File: config.mk
export PLATFORM = sky130hd
export DESIGN_NAME = zesal_node_ctrl
export DESIGN_NICKNAME = d
export VERILOG_FILES = /design/src/rtl/zesal_pkg.sv /design/src/rtl/zesal_node_ctrl.sv
export SDC_FILE = /design/constraint.sdc
export NUM_CORES = 1
export LEC_CHECK = 0
export ABC_AREA = 1
export CAP_MARGIN = 20
export CORE_AREA = 3 3 86 88
export CTS_CLUSTER_DIAMETER = 150
export DETAILED_ROUTE_END_ITERATION = 8
export DIE_AREA = 0 0 89 91
export GPL_ROUTABILITY_DRIVEN = 0
export PLACE_DENSITY = 0.8
export SLEW_MARGIN = 20
export SYNTH_ARGS = -nofsm -noshare
export SYNTH_HDL_FRONTEND = slang
export SYNTH_SLANG_ARGS = --single-unit
File: constraint.sdc
create_clock -name clock -period 2.4 [get_ports clock]
set_clock_uncertainty 0.2 [all_clocks]
set_input_delay 0.6 -clock clock [delete_from_list [all_inputs] [get_ports clock]]
set_output_delay 0.6 -clock clock [all_outputs]
set_load 0.01 [all_outputs]
File: src/rtl/zesal_pkg.sv
// Shared definitions for the Zesal node controller: node command codes,
// request/response encodings and the sequencer state set.
package zesal_pkg;

  localparam int CMD_IDLE       = 0;
  localparam int CMD_RESET      = 1;
  localparam int CMD_FIND       = 2;
  localparam int CMD_FOUND      = 3;
  localparam int CMD_SHIFT_UP   = 4;
  localparam int CMD_SHIFT_DOWN = 5;
  localparam int CMD_WRITE      = 6;

  typedef enum logic [1:0] {
    OP_LOOKUP = 2'd0,
    OP_INSERT = 2'd1,
    OP_DELETE = 2'd2,
    OP_RSVD   = 2'd3
  } req_op_e;

  typedef enum logic [2:0] {
    RSP_OK        = 3'd0,
    RSP_NOT_FOUND = 3'd1,
    RSP_FULL      = 3'd2,
    RSP_UPDATED   = 3'd3,
    RSP_BADOP     = 3'd4
  } rsp_status_e;

  typedef enum logic [2:0] {
    S_INIT   = 3'd0,
    S_IDLE   = 3'd1,
    S_WAIT   = 3'd2,
    S_DECIDE = 3'd3,
    S_SHIFT  = 3'd4,
    S_WRITE  = 3'd5,
    S_RESP   = 3'd6
  } ctrl_state_e;

endpackage

File: src/rtl/zesal_node_ctrl.sv
// Sequencer turning lookup/insert/delete requests into Zesal node command
// sequences, tracking occupancy and returning one response per request.
module zesal_node_ctrl
  import zesal_pkg::*;
#(
  parameter int KEYS_BITS     = 8,
  parameter int DATA_BITS     = 8,
  parameter int INDEX_BITS    = 8,
  parameter int NODE_CMD_BITS = 8
) (
  input  logic                     clock,
  input  logic                     reset,
  input  logic                     req_valid,
  output logic                     req_ready,
  input  logic [1:0]               req_op,
  input  logic [KEYS_BITS-1:0]     req_key,
  input  logic [DATA_BITS-1:0]     req_data,
  output logic                     rsp_valid,
  input  logic                     rsp_ready,
  output logic [2:0]               rsp_status,
  output logic [DATA_BITS-1:0]     rsp_data,
  output logic [NODE_CMD_BITS-1:0] node_cmd,
  output logic [KEYS_BITS-1:0]     node_key,
  output logic [INDEX_BITS-1:0]    node_pos,
  output logic [DATA_BITS-1:0]     node_data,
  input  logic                     node_found,
  input  logic [INDEX_BITS-1:0]    node_hit_pos,
  input  logic [DATA_BITS-1:0]     node_hit_data,
  output logic [INDEX_BITS:0]      used_count,
  output logic                     full,
  output logic                     empty
);

  localparam logic [INDEX_BITS:0] CAP = {1'b1, {INDEX_BITS{1'b0}}};

  ctrl_state_e           state_q, state_d;
  req_op_e               op_q, op_d;
  logic [KEYS_BITS-1:0]  key_q, key_d;
  logic [DATA_BITS-1:0]  data_q, data_d;
  logic                  found_q, found_d;
  logic [INDEX_BITS-1:0] pos_q, pos_d;
  logic [DATA_BITS-1:0]  hit_data_q, hit_data_d;
  rsp_status_e           status_q, status_d;
  logic [DATA_BITS-1:0]  rsp_data_q, rsp_data_d;
  logic [INDEX_BITS:0]   used_q, used_d;

  always_ff @(posedge clock) begin
    if (!reset) begin
      state_q    <= S_INIT;
      op_q       <= OP_LOOKUP;
      key_q      <= '0;
      data_q     <= '0;
      found_q    <= 1'b0;
      pos_q      <= '0;
      hit_data_q <= '0;
      status_q   <= RSP_OK;
      rsp_data_q <= '0;
      used_q     <= '0;
    end else begin
      state_q    <= state_d;
      op_q       <= op_d;
      key_q      <= key_d;
      data_q     <= data_d;
      found_q    <= found_d;
      pos_q      <= pos_d;
      hit_data_q <= hit_data_d;
      status_q   <= status_d;
      rsp_data_q <= rsp_data_d;
      used_q     <= used_d;
    end
  end

  always_comb begin
    state_d    = state_q;
    op_d       = op_q;
    key_d      = key_q;
    data_d     = data_q;
    found_d    = found_q;
    pos_d      = pos_q;
    hit_data_d = hit_data_q;
    status_d   = status_q;
    rsp_data_d = rsp_data_q;
    used_d     = used_q;
    req_ready  = 1'b0;
    rsp_valid  = 1'b0;
    node_cmd   = '0;
    node_key   = '0;
    node_pos   = '0;
    node_data  = '0;

    case (state_q)
      S_INIT: begin
        // INIT is also the held state while reset is low; only command once released.
        if (reset) node_cmd = NODE_CMD_BITS'(CMD_RESET);
        used_d  = '0;
        state_d = S_IDLE;
      end
      S_IDLE: begin
        req_ready = 1'b1;
        if (req_valid) begin
          op_d       = req_op_e'(req_op);
          key_d      = req_key;
          data_d     = req_data;
          status_d   = RSP_OK;
          rsp_data_d = '0;
          state_d    = S_WAIT;
          // Reserved ops ride the same WAIT/DECIDE path so latency stays uniform.
          if (req_op_e'(req_op) != OP_RSVD) begin
            node_cmd = NODE_CMD_BITS'(CMD_FIND);
            node_key = req_key;
          end
        end
      end
      S_WAIT: begin
        found_d    = node_found;
        pos_d      = node_hit_pos;
        hit_data_d = node_hit_data;
        state_d    = S_DECIDE;
      end
      S_DECIDE: begin
        state_d = S_RESP;
        case (op_q)
          OP_LOOKUP: begin
            if (found_q) begin
              status_d   = RSP_OK;
              rsp_data_d = hit_data_q;
            end else begin
              status_d = RSP_NOT_FOUND;
            end
          end
          OP_INSERT: begin
            if (found_q) begin
              status_d = RSP_UPDATED;
              state_d  = S_WRITE;
            end else if (used_q == CAP) begin
              status_d = RSP_FULL;
            end else begin
              status_d = RSP_OK;
              used_d   = used_q + (INDEX_BITS+1)'(1);
              state_d  = S_SHIFT;
            end
          end
          OP_DELETE: begin
            if (found_q) begin
              status_d   = RSP_OK;
              rsp_data_d = hit_data_q;
              used_d     = used_q - (INDEX_BITS+1)'(1);
              state_d    = S_SHIFT;
            end else begin
              status_d = RSP_NOT_FOUND;
            end
          end
          default: status_d = RSP_BADOP;
        endcase
      end
      S_SHIFT: begin
        node_pos = pos_q;
        if (op_q == OP_INSERT) begin
          node_cmd = NODE_CMD_BITS'(CMD_SHIFT_UP);
          state_d  = S_WRITE;
        end else begin
          node_cmd = NODE_CMD_BITS'(CMD_SHIFT_DOWN);
          state_d  = S_RESP;
        end
      end
      S_WRITE: begin
        node_cmd  = NODE_CMD_BITS'(CMD_WRITE);
        node_pos  = pos_q;
        node_key  = key_q;
        node_data = data_q;
        state_d   = S_RESP;
      end
      S_RESP: begin
        rsp_valid = 1'b1;
        if (rsp_ready) state_d = S_IDLE;
      end
      default: state_d = S_INIT;
    endcase
  end

  assign rsp_status = status_q;
  assign rsp_data   = rsp_data_q;
  assign used_count = used_q;
  assign full       = (used_q == CAP);
  assign empty      = (used_q == '0);

endmodule

==> flow_summary.yaml, run 1 <==
global_route:
  grt_pass1_vias: 2825
  grt_remaining_overflow: 0
  track_usage_pct: 19.4
  grt_max_degree: 39
  grt_first_pass_wirelength_mm: 12.5
  antenna_found_initial: 1
cts:
  clock-sinks: 58
  htreeDepth: 3
  tritoncts: "yes"
  cts_buffers: 9
  clk_pin_slew_ns: 0.07
  root_buffer: "clkbuf_8"
  cts_hold_buf: 0
  insertion_delay_ns: 0.34
  clk_path_buf_depth: 2
cells_and_area:
  drive_above_1_share_pct: 13.7
  fin_util_pct: 61.6
  seq_area_um2: 1170
  design_area_um2: 4140
  fill_cells: 613
  syn_to_final_growth_pct: 38.8
  multi_input_area_um2: 1530
  fin_nets: 587
  n_antenna_cell: 0
sta:
  finalMaxSlewViolations: 0
  finalCriticalPeriod_ns: 2.31
  layout_setup_ws_ns: 0.0922
  max_freq_ghz: 0.433
  finalSetupViolations: 0
  hold_viol_final: 0
  finalCritPeriodShare_pct: 96.2
setup_path:
  critical_path_class: "flip-flop to output port"
  crit_path_max_fanout: 8
  end_kind: "output port"
  start_kind: "flip-flop"
  worstPathRequired_ns: 1.60
  cp.arrival_ns: 1.51
flow_run:
  cap_violations: 0
synth:
  async_flop_share_pct: 0
  ys_seq_area_share_pct: 39.0
  synth_ff_type: "dfxtp_1"
  synthCells: 433
  synth_area_um2: 2980
  yosys.area.top_type_share_pct: 39.0
  ys_seq_elements: 58
  synth_most_common_cell: "nand2_1"
  synth-xor-area-share_pct: 1.18
  yosys-mux-area-fraction_pct: 0
  synthAdderAreaFrac_pct: 5.29
  synth_area_per_cell_um2: 6.88
  synth_simple_gate_area_share_pct: 27.0
  synth_top_family_by_area: "simple AND/OR/NAND/NOR gates"
  synth_compound_area_share_pct: 15.7
  synth_area_leaders: "dfxtp_1 (39%), nand2_1 (11%), a21oi_1 (9.4%), nand3_1 (8.1%), inv_1 (6.6%)"
  yosysWarnings: 0
  synth_edf_count: 0
  yosysTopAreaCell: "dfxtp_1"
  synth_common_cells: "nand2_1 (87), dfxtp_1 (58), a21oi_1 (56)"
  ys_types: 28
placement:
  placed_area_um2: 4010
  io_buffers: 89
  place_ws_ns: -0.439
  dp_hpwl_mm: 5.54
detailed_routing:
  ant_nets: 0
  wl_per_cell_um: 12.3
  drt_first_pass_iters: 4
  num_vias: 3081
  avgViaCountPerCell: 4.97
  drtIter0Drc: 165
  finalWirelength_mm: 7.63
  drc_errors: 0
floorplan:
  core_area_um2: 6720
  placementRows: 30
  dieHeight_um: 91
  start_util_pct: 44.3
  dieArea_um2: 8100
  die_x_um: 89
  ios: 95
pwr:
  power.density_nw_per_um2: 582
  power_w: 0.00241
  leakage_nw: 1.85
  vdd_drop_max_uv: 413
outcome:
  outcome: "complete, no violations"
worst_hold_path:
  hold_path.class: "flip-flop to flip-flop"
==> cell type report <==
type                    instances  area share, %
clock buffers                  12           3.27
inverters                      60           5.63
well taps                      80           2.42
multi-input cells             297           37.0
repair buffers                110           23.1
clock inverters                 3          0.423
flip-flops and latches         58           28.2
==> per-layer routing <==
layer  share of wire, %  track usage (%)  routed length (um)  vias to the layer above
li1                   -                -                   -                     1601
met1                 41             21.8                3160                     1356
met2                 49             33.2                3740                      106
met3                7.4             8.08                 565                       16
met4                1.8             5.33                 139                        2
met5               0.17                0                  13                        -
==> sequential cells by signal, indices dropped and copies added (netlist names) <==
name and flops:
used_count 9, data_q 8, hit_data_q 8, key_q 8, pos_q 8, rsp_data 8, rsp_status 3, state_q 3
op_q 2, found_q 1
==> cells in the final DEF (no fill, tap or decap), drive strengths merged, types with 2 or more instances in the layout <==
cell            n
buf            23
dfxtp          58
clkdlybuf4s15   2
inv            58
nand4           4
conb            5
clkdlybuf4s50  56
xnor2           2
a31oi           2
clkbuf         26
ha             11
nor3            3
xor2            2
nor2           33
o21ai          31
a21oi          56
nand3          51
dlygate4sd2    15
clkinv          4
nand2          91
==> power by group <==
part / total, W / switching (W) / internal (W)
Combinational: 0.000584 / 0.000339 / 0.000245
Clock: 0.000730 / 0.000365 / 0.000365
Sequential: 0.00109 / 0.0000445 / 0.00105
==> kinds of logic after synthesis <==
kind of cell / Yosys count
and+or+nand+nor: 184
AOI/OAI and AO/OA: 92
buffers and inverters: 82
DFF: 58
adders and majority gates: 12
xor gates and xnor gates: 4
other: 1
==> path summary, 6_finish.rpt <==
| path | start | endpoint | slack, ns | cells after the start |
|---|---|---|---|---|
| hold reg to reg | hit_data_q[6] | hit_data_q[6] | 0.24 | 2 |
| setup reg to reg | op_q[0] | used_count[7] | 0.26 | 12 |
| hold / removal | hit_data_q[6] | hit_data_q[6] | 0.24 | 2 |
| setup / recovery | state_q[1] | node_key[2] | 0.09 | 9 |
==> per-stage QoR <==
stage	hold WS, ns	instances	setup TNS [ns]
4_1_cts	0.245	619	0
3_3_place_gp	0.233	603	-4.19
2_1_floorplan	0.224	437	0
5_1_grt	0.264	620	-0.000283
3_5_place_dp	0.236	603	-4.51
6_report	0.244	620	0
==> critical path, cell delays in order, from the launching register on <==
cell and delay (ns):
dfxtp_4 0.37, inv_4 0.08, nand2_4 0.05, nor2_4 0.09, nand2_2 0.06, clkinv_1 0.06, buf_6 0.11, nand3_1 0.06
nand2_1 0.06, clkdlybuf4s15_2 0.21
==> what timing repair did <==
item,in CTS,in global routing
hold endpoints to repair,0,0
pin swaps,0,1
gates resized for setup,57,32
setup buffers,1,1
cloned,0,0
setup endpoints to repair,30,22
(Power assumes the default switching activity.)
==> inputs of run 2 (changes only) <==
- ABC_AREA: 1 -> unset
- ABC_CLOCK_PERIOD_IN_PS: unset -> 2400
- CAP_MARGIN: 20 -> 10
- CORE_AREA: 3 3 86 88 -> 3 3 87 89
- DIE_AREA: 0 0 89 91 -> 0 0 90 92
==> run 2 against run 1 <==
The run now ends with negative setup slack left. Sequential power rose by 8%. Die area rose by 2.2%. Combinational power rose by 120%. Core utilization rose by 6.1 points. Sequential share of layout area fell by 2.9 points. Critical path depth fell by 4. Clock-buffer cell count fell by 1. Synthesized cell count fell by 13%. Final area rose by 12%. First-iteration DRC count fell by 12%. Worst hold slack improved by 0.022 ns. Highest routed layer is now met4.
==> flow_summary.yaml, run 2 <==
sta:
  finalCriticalPeriod_ns: 2.65
  tightest_slew_ns: 0.503
  finalMaxSlewViolations: 0
  finalSetupViolations: 15
  hold_ws_ns: 0.266
  relSlewSlack_pct: 66.5
  rsz0062_at_grt: "yes"
  layout_setup_ws_ns: -0.251
  max_freq_ghz: 0.377
  finalCritPeriodShare_pct: 110
  hold_viol_final: 0
cells_and_area:
  fill_cells: 591
  design_area_um2: 4620
  stdcell_count: 597
  n_antenna_cell: 0
  fin_nets: 549
  fin_util_pct: 67.6
  final_cell_mix: "nand2_1 (83), clkdlybuf4s50_1 (63), dfxtp_1 (55), a21boi_0 (46), buf_4 (43)"
  syn_to_final_growth_pct: 50.7
  largest_register_ffs: 9
  final_common_cell: "nand2_1"
  drive_above_1_share_pct: 21.0
synth:
  synth_area_leaders: "dfxtp_1 (38%), a21boi_0 (11%), nand2_1 (10%), ha_1 (4.5%), a22oi_1 (3.9%)"
  yosysWarnings: 0
  synth_ff_type: "dfxtp_1"
  synth_edf_count: 0
  synth_area_per_cell_um2: 8.15
  yosys.area.top_type_share_pct: 37.9
  ys_seq_elements: 58
  synthCells: 376
  synth_area_um2: 3070
  yosysTopAreaCell: "dfxtp_1"
  ys_types: 56
  async_flop_share_pct: 0
  synth_common_cells: "nand2_1 (84), dfxtp_1 (58), a21boi_0 (46)"
  ys_seq_area_share_pct: 37.9
  synth_most_common_cell: "nand2_1"
detailed_routing:
  finalWirelength_mm: 8.60
  drt_first_pass_iters: 4
  drc_errors: 0
  drtIter0Drc: 146
  num_vias: 3129
  avgViaCountPerCell: 5.24
  wl_per_cell_um: 14.4
  ant_nets: 0
worst_hold_path:
  hold_start: "pos_q[1]"
  hold_path_depth: 2
  hold_end: "pos_q[1]"
  hold_path.class: "flip-flop to flip-flop"
setup_path:
  worst-r2r-setup-slack_ns: -0.02
  worst_path_max_delay_cell: "clkdlybuf4s50_1"
  crit_buf_inv: 3
  r2r_end: "used_count[8]"
  crit_path_frequent_cell: "buf_4"
  cp.arrival_ns: 1.85
  critical_path_class: "flip-flop to output port"
  crit_path_max_fanout: 13
  cp_cell_sequence: "buf_4, nor2b_4, buf_4, and3_1, clkdlybuf4s50_1"
  slowest_delay_ns: 0.53
  worstPathRequired_ns: 1.60
  end_kind: "output port"
  crit_family: "buffers and inverters"
  start_kind: "flip-flop"
  regToRegStartpoint: "op_q[0]"
  rr_worst_depth: 8
cts:
  cts_hold_buf: 0
  cts_buffers: 9
  clock-sinks: 58
  insertion_delay_ns: 0.33
  root_buffer: "clkbuf_8"
  htreeDepth: 3
  clk_path_buf_depth: 2
  clk_pin_slew_ns: 0.07
  tritoncts: "yes"
outcome:
  outcome: "finished, violations left"
  violations: "negative setup slack"
floorplan:
  core_area_um2: 6830
  dieHeight_um: 92
  dieArea_um2: 8280
  start_util_pct: 44.9
  ios: 95
  placementRows: 30
  die_x_um: 90
flow_run:
  cap_violations: 0
global_route:
  grt_max_degree: 60
  grt_first_pass_wirelength_mm: 14.2
  track_usage_pct: 20.7
  grt_remaining_overflow: 0
  antenna_found_initial: 0
  grt_pass1_vias: 3112
pwr:
  leakage_nw: 1.88
  power.density_nw_per_um2: 721
  vdd_drop_max_uv: 408
placement:
  place_ws_ns: -0.597
  placed_area_um2: 4340
  io_buffers: 89
  dp_hpwl_mm: 5.89
  dp_cells: 578
-- run 2: area by class of cell --
cell class	count	area [um^2]	area share, %
Clock inverter	3	40.0	0.867
Sequential cell	58	1170	25.3
Clock buffer	11	151	3.28
Timing Repair Buffer	136	1190	25.8
Tap cell	96	120	2.60
Inverter	6	22.5	0.488
Multi-Input combinational cell	287	1920	41.7
-- run 2: metrics by stage --
step	total power [W]	TNS (ns)
CTS	0.00331	-3.37
detailed placement	0.00238	-5.41
finish	0.00333	-2.07
global route	0.00354	-3.82
floorplan	0.00192	0
global placement	0.00236	-5.01
-- run 2: worst max path at each step --
stage / startpoint / end / slack, ns / cells after the start
after floorplan: state_q[0] / node_key[0] / 0.004 / 5
after global placement: req_valid / node_key[7] / -0.53 / 7
after detailed placement: req_valid / node_key[2] / -0.60 / 7
after CTS: state_q[1] / node_data[1] / -0.26 / 5
after global routing: state_q[1] / node_pos[7] / -0.31 / 5
final: state_q[1] / node_data[0] / -0.25 / 5
-- run 2: where the power goes --
part           internal [W]  switching (W)
logic              0.000548       0.000720
registers           0.00110      0.0000759
clock network      0.000521       0.000367
total               0.00217        0.00116
-- run 2: logic make-up (layout without fill, tap and decap cells) --
logic type      after synthesis  in the layout  synth area share, %
compound gates               96             96                 23.5
xor+xnor                      3              3                0.857
fa+ha+maj                    12             12                 5.14
buf+inv                      35            156                 5.31
flops                        58             58                 37.9
mux                           2              2                0.694
other cells                   1              5                0.122
simple gates                169            169                 26.5
-- run 2: repair_timing --
item / in CTS / in global routing
setup endpoints to repair: 31 / 30
pin swaps: 3 / 16
gates cloned: 2 / 0
gates resized for setup: 63 / 26
setup buffers: 3 / 0
-- run 2: worst register-to-register path, stage by stage, from the launching register on --
cell and delay [ns]:
dfxtp_1 0.33, inv_1 0.08, ha_4 0.23, fa_2 0.39, a21oi_4 0.16, o22ai_2 0.11, mux2_2 0.29, o2111a_1 0.24
o31a_1 0.27
-- run 2: per-layer routing --
| layer | global-route usage, % | wire, um | vias up |
|---|---|---|---|
| met5 | 0 | 0 | - |
| met4 | 7.02 | 121 | 0 |
| met3 | 6.56 | 594 | 13 |
| met2 | 35.2 | 4000 | 95 |
| met1 | 24.8 | 3880 | 1481 |
| li1 | - | - | 1540 |
